===== src/rtl/loader_pkg.sv =====
// Shared types for the instruction-memory program loader: FSM states and the NOP fill word.
package loader_pkg;

    typedef enum logic [2:0] {
        IDLE,
        CLEAR,
        LOAD,
        DONE,
        ERR
    } state_t;

    // addi x0, x0, 0
    localparam logic [31:0] NOP_INSTR = 32'h0000_0013;

endpackage


===== src/rtl/program_loader.sv =====
// Program loader: NOP-fills IMEM, then streams a program into it and releases the core.
// Latency: memory write port is registered, one cycle after the issuing CLEAR step or transfer.
// Backpressure: in_ready is high only in LOAD, one word accepted per cycle; ignored elsewhere.
module program_loader
    import loader_pkg::*;
#(
    parameter int IMEM_WORDS = 32,
    parameter int ADDR_W     = $clog2(IMEM_WORDS)
) (
    input  logic              clock,
    input  logic              reset,
    input  logic              start,
    input  logic              in_valid,
    output logic              in_ready,
    input  logic [31:0]       in_data,
    input  logic              in_last,
    output logic              imem_we,
    output logic [ADDR_W-1:0] imem_addr,
    output logic [31:0]       imem_wdata,
    output logic              core_run,
    output logic              busy,
    output logic              error,
    output logic [ADDR_W:0]   word_count
);

    localparam logic [ADDR_W-1:0] LAST_ADDR = ADDR_W'(IMEM_WORDS - 1);
    localparam logic [ADDR_W-1:0] ADDR_ONE  = ADDR_W'(1);
    localparam logic [ADDR_W:0]   LAST_WC   = (ADDR_W + 1)'(IMEM_WORDS - 1);
    localparam logic [ADDR_W:0]   WC_ONE    = (ADDR_W + 1)'(1);

    state_t              state_q, state_d;
    logic [ADDR_W-1:0]   clr_addr_q, clr_addr_d;
    logic [ADDR_W:0]     word_count_q, word_count_d;
    logic                we_q, we_d;
    logic [ADDR_W-1:0]   addr_q, addr_d;
    logic [31:0]         wdata_q, wdata_d;

    always_ff @(posedge clock) begin
        if (!reset) begin
            state_q      <= IDLE;
            clr_addr_q   <= '0;
            word_count_q <= '0;
            we_q         <= 1'b0;
            addr_q       <= '0;
            wdata_q      <= '0;
        end else begin
            state_q      <= state_d;
            clr_addr_q   <= clr_addr_d;
            word_count_q <= word_count_d;
            we_q         <= we_d;
            addr_q       <= addr_d;
            wdata_q      <= wdata_d;
        end
    end

    always_comb begin
        state_d      = state_q;
        clr_addr_d   = clr_addr_q;
        word_count_d = word_count_q;
        we_d         = 1'b0;
        addr_d       = addr_q;
        wdata_d      = wdata_q;

        case (state_q)
            IDLE, DONE, ERR: begin
                if (start) begin
                    state_d    = CLEAR;
                    clr_addr_d = '0;
                end
            end
            CLEAR: begin
                we_d       = 1'b1;
                addr_d     = clr_addr_q;
                wdata_d    = NOP_INSTR;
                clr_addr_d = clr_addr_q + ADDR_ONE;
                // word_count keeps the previous program's length until the fill completes
                if (clr_addr_q == LAST_ADDR) begin
                    state_d      = LOAD;
                    word_count_d = '0;
                end
            end
            LOAD: begin
                if (in_valid) begin
                    we_d         = 1'b1;
                    addr_d       = word_count_q[ADDR_W-1:0];
                    wdata_d      = in_data;
                    word_count_d = word_count_q + WC_ONE;
                    // in_last wins over overflow: a program that exactly fills memory is legal
                    if (in_last) begin
                        state_d = DONE;
                    end else if (word_count_q == LAST_WC) begin
                        state_d = ERR;
                    end
                end
            end
            default: state_d = IDLE;
        endcase
    end

    assign in_ready   = (state_q == LOAD);
    assign busy       = (state_q == CLEAR) || (state_q == LOAD);
    assign core_run   = (state_q == DONE);
    assign error      = (state_q == ERR);
    assign imem_we    = we_q;
    assign imem_addr  = addr_q;
    assign imem_wdata = wdata_q;
    assign word_count = word_count_q;

endmodule


===== config.mk =====
export PLATFORM = sky130hd
export DESIGN_NAME = program_loader
export DESIGN_NICKNAME = d
export VERILOG_FILES = /design/src/rtl/loader_pkg.sv /design/src/rtl/program_loader.sv
export SDC_FILE = /design/constraint.sdc
export NUM_CORES = 1
export LEC_CHECK = 0
export CAP_MARGIN = 20
export CORE_MARGIN = 2
export CORE_UTILIZATION = 36
export DETAILED_ROUTE_END_ITERATION = 10
export GPL_ROUTABILITY_DRIVEN = 0
export HOLD_SLACK_MARGIN = 0.02
export PLACE_DENSITY = 0.75
export SLEW_MARGIN = 40
export SYNTH_ARGS = -nofsm -noshare
export SYNTH_HDL_FRONTEND = slang
export SYNTH_SLANG_ARGS = --single-unit

===== constraint.sdc =====
create_clock -name clock -period 2.1 [get_ports clock]
set_clock_uncertainty 0.1 [all_clocks]
set_input_delay 0.42 -clock clock [delete_from_list [all_inputs] [get_ports clock]]
set_output_delay 0.42 -clock clock [all_outputs]
set_load 0.005 [all_outputs]

### Word-level counts from Yosys, hierarchy flattened

Index checks and enable logic that the tools add are counted.

* muxes and demuxes: 17
* add/subtract/negate cells: 2
* reduce and logical (&&, ||, !) cells: 9
* equal/unequal tests: 10

Operators by type and width (count)
* 32-bit one-hot mux with 2 select lines: 1
* 32-bit two-way mux: 1
* 5-bit one-hot mux with 2 select lines: 2
* 3-bit two-way mux: 5
* 6-bit two-way mux: 2
* 6-bit one-hot mux with 2 select lines: 1
* 5-bit two-way mux: 2
* 3-bit one-hot mux with 3 select lines: 1
* 6-bit by 1-bit adder with 6-bit output (second input constant): 1
* 3-bit by 2-bit == test with 1-bit output (second input constant): 2
* 6-bit by 5-bit == test with 1-bit output (second input constant): 1
* 2-bit inequality test (second input constant): 3
* 5-bit by 1-bit adder with 5-bit output (second input constant): 1
* 5-bit == test (second input constant): 1
* 2-bit AND reduction: 2
* 4-bit AND reduction: 1
* 2-bit nonzero test: 2
* 3-bit by 1-bit == test with 1-bit output (second input constant): 1
* 3-bit == test (second input constant): 1
* 3-bit logical NOT: 1
* 3-bit by 1-bit inequality test with 1-bit output (second input constant): 1
* 3-bit AND reduction: 1
* 3-bit OR reduction: 1
* 1-bit one-hot mux with 2 select lines: 1
* 2 further kinds: 2

* bits in registers: 52
* logic and storage cells: 44
* input bits: 37
* output and inout port bits: 48

### Logic depth before layout (Yosys ltp)

* depth in word-level cells: 5
* mapped depth: 7
* gate-level depth less buffers: 7

### Worst setup path after synthesis

No wires, ideal clock.

* path type: register to register
* start: reg clr_addr_q[0]
* end: reg state_q[0]
* data required time: 1884 ps
* arrival time: 1596 ps
* path slack: 288 ps
* period minus slack after synthesis: 1812 ps
* setup time: 116 ps
* buffers on the path: 0
* stages on the path, launching flop included: 8
* cell sequence: dfxtp_1 -> ha_1 -> and3_1 -> ha_1 -> nor4b_1 -> a211oi_1 -> and2_1 -> o211a_1

* cells in the longest elaborated chain, start to end: 3

Ends and longest elaborated chain
* from (decl): RTL line program_loader.sv:32 `logic [ADDR_W-1:0] clr_addr_q, clr_addr_d;`
* from (signal assigned): RTL line program_loader.sv:48 `clr_addr_q <= clr_addr_d;`
* 5-bit == test: RTL line program_loader.sv:77 `if (clr_addr_q == LAST_ADDR) begin`
* 2-bit inequality test (no source line)
* 4-bit AND reduction (no source line)
* to (signal assigned): RTL line program_loader.sv:47 `state_q <= state_d;`
* to (decl): RTL line program_loader.sv:31 `state_t state_q, state_d;`

No other way between the ends.
A chain may end at the register's enable or synchronous reset.

### Worst setup path in the final report

* start: reg state_q[1]
* end: out core_run

* cells in the longest elaborated chain, start to end: 1

Ends and longest elaborated chain
* 3-bit by 2-bit == test with 1-bit output: RTL line program_loader.sv:102 `assign core_run = (state_q == DONE);`
* to (decl): RTL line program_loader.sv:20 `output logic core_run,`

No other way between the ends.

==> metrics.md <==
| Metric | Value |
|---|---|
| Status | `complete, no violations` |
| Worst R2R Start | `clr_addr_q[0]$_SDFFE_PN0P_` |
| Clock slew at reported path FFs | `around 0.09 ns` |
| Total GRT Usage | `0.1784` |
| Required @ worst endpoint | `1.58 ns` |
| Min-delay src | `clr_addr_q[3]$_SDFFE_PN0P_` |
| DP Cell Count | `about 390` |
| LEAKAGE | `1.250 nW` |
| Crit Path Class | `register to primary output` |
| First-pass GRT wire length | `9218 um` |
| Setup TNS | `0 ns` |
| Layout Cells excl Fill | `roughly 400` |
| Total Nets Final | `364` |
| Top FF cell, synth | `dfxtp_1` |
| Register area share after synthesis | `0.4909` |
| DR iter-0 viols | `81` |
| Top Ports | `85` |
| Level count of the clock H-tree | `2` |
| Post-route clock period utilization | `0.9860` |
| DRC Markers | `0` |
| Vias/cell | `between 5 and 6` |
| Number of synthesized flops with an enable pin | `0` |
| Most instantiated cells after synthesis | `nor2_1, dfxtp_1, a22oi_1` |
| Syn Inst Count | `230` |
| ANT nets after route | `0` |
| Ant diodes | `0` |
| Crit-path max FO | `3` |
| Fmax | `483.0 MHz` |
| CTS tree | `built` |
| Async SR Flop Fraction | `0` |
| HPWL Detailed | `3999 um` |
| I/O Buffers | `84` |
| Gr ovfl total | `0` |
| Min Tclk post-route | `between 2 and 2.5 ns` |
| Netlist Area Pre-Place | `roughly 2100 um2` |
| Clk root buf | `clkbuf_8` |
| Power Total | `roughly 2.2 mW` |
| Die X | `around 80 um` |
| Synth top area share | `0.4909` |
| R2R Setup Slk | `approximately 0.080 ns` |
| Via count | `2009` |
| Number of CTS-inserted buffers | `5` |
| CTS Sinks | `52` |
| Worst skew pair latency | `about 0.30 ns` |
| Initial Util | `0.3782` |
| Netlist cell types | `37` |
| Die height | `80.76 um` |
| Max_cap viols | `0` |
| Filler cells | `~520` |
| WL per Instance | `between 10 and 15 um` |
| Area Overhead vs Synth | `54.16%` |
| Synth area leader | `dfxtp_1` |
| Worst VDD drop | `around 0.00036 V` |
| Clock Path Buffers | `2` |
| Core area | `roughly 5600 um2` |
| Worst-margin pin slew | `between 0.3 and 0.4 ns` |
| Drt first pass iters | `6` |
| Most common cell in the synthesized netlist | `nor2_1` |
| Crit path DAT | `roughly 1.6 ns` |
| PD cells | `~680 nW/um2` |
| Syn avg cell area | `between 9 and 10 um2` |
| Register bit total from synthesis | `52` |
| Unrepaired setup endpoints after global routing | `yes` |
| Die Area | `roughly 6500 um2` |
| Layout cell share with drive strength beyond 1 | `0.1262` |
| Synth area leaders | `dfxtp_1, a22oi_1, nor2_1, a211oi_1, mux2i_1` |
| Worst setup EP type | `primary output` |
| DRT Wirelength | `around 5700 um` |
| Finish-stage setup viols | `0` |
| Headroom to the max-slew limit | `0.7986` |
| Vias in the first global route | `roughly 2.0k` |
| Worst min path class | `register to register` |
| Initial antenna violation count | `0` |
| Row count | `27` |
| Finished Core Util | `0.5830` |
| Endpoints failing hold | `0` |
| Largest net degree at the start of global routing | `19` |
| Crit path launch | `state_q[1]$_SDFFE_PN0P_` |
| Mapped Nets | `270` |
| Syn. warnings | `0` |
| Startpoint Class | `register` |
| Final Slew Violations | `0` |
-- placed cells by master, fill, tap and decap left out, types with 3 or more instances in the layout --
cell and instances:
nand2_1 5, nor2_1 52, dfxtp_1 49, ha_1 3, buf_4 19, inv_1 4, nand3_1 3, clkdlybuf4s50_1 83
clkbuf_8 5, nor3_1 3, dfxtp_2 3, a22oi_1 32, a211oi_1 7, xnor2_1 4, mux2i_1 6, o22ai_1 3
a21oi_1 8
-- final cells by class --
cell class | instances | area, um2 | area share
clock inverter | 2 | 35.03 | 0.01072
inverter | 5 | 18.77 | 0.005741
tap | 72 | 90.09 | 0.02755
clock buffer | 6 | 72.57 | 0.02220
timing repair buffer | 103 | 982.2 | 0.3004
multi-input combinational | 157 | 1026 | 0.3138
sequential | 52 | 1045 | 0.3196
-- worst max-delay path, stage by stage (launching register included) --
cell and delay, ns:
dfxtp_2 0.35, nor2b_2 0.25, and2_1 0.16, clkdlybuf4s50_1 0.49
-- metrics by stage --
step                setup WS [ns]  cell area [um2]  hold slack [ns]
global route             -0.01963             3269           0.4246
global placement           0.1005             3105           0.3597
floorplan                  0.2877             2121           0.3357
finish                    0.02949             3269           0.4030
detailed placement        0.05117             3105           0.3844
CTS                       0.05930             3241           0.4054
-- per-layer routing --
metal  up-vias  track usage  part of all wire
li1       1002            -                 -
met1       942       0.2375              0.46
met2        63       0.2900              0.47
met3         2      0.05444             0.070
met4         0      0.03220            0.0018
met5         -            0                 0
-- final timing paths --
path | to | cells past startpoint
max | core_run | 3
min reg2reg | clr_addr_q[3]$_SDFFE_PN0P_ | 1
max reg2reg | state_q[2]$_SDFFE_PN0P_ | 7
min | clr_addr_q[3]$_SDFFE_PN0P_ | 1
-- sequential cells by signal, summed over array words and instances (netlist names) --
name	flops
clr_addr_q	5
imem_addr	5
imem_wdata	32
imem_we	1
state_q	3
word_count	6
-- where the power goes --
group	switching (mW)	internal, mW	leakage [nW]
registers	0.0275	1.03	0.422
clock network	0.320	0.354	0.0552
logic	0.225	0.265	0.772
-- cell families after synthesis --
family,share of synthesized area
compound gates,0.2130
xor+xnor,0.01652
fa+ha+maj,0.01770
buf+inv,0.04483
flops,0.4909
mux,0.02832
simple gates,0.1888
-- what timing repair did --
action,in CTS,in global routing
pin swaps,1,0
resized for setup,6,4
hold buffers,0,0
endpoints found under the setup margin,2,4
buffers inserted,2,0
Note: power is estimated with default switching activity, not from simulation.
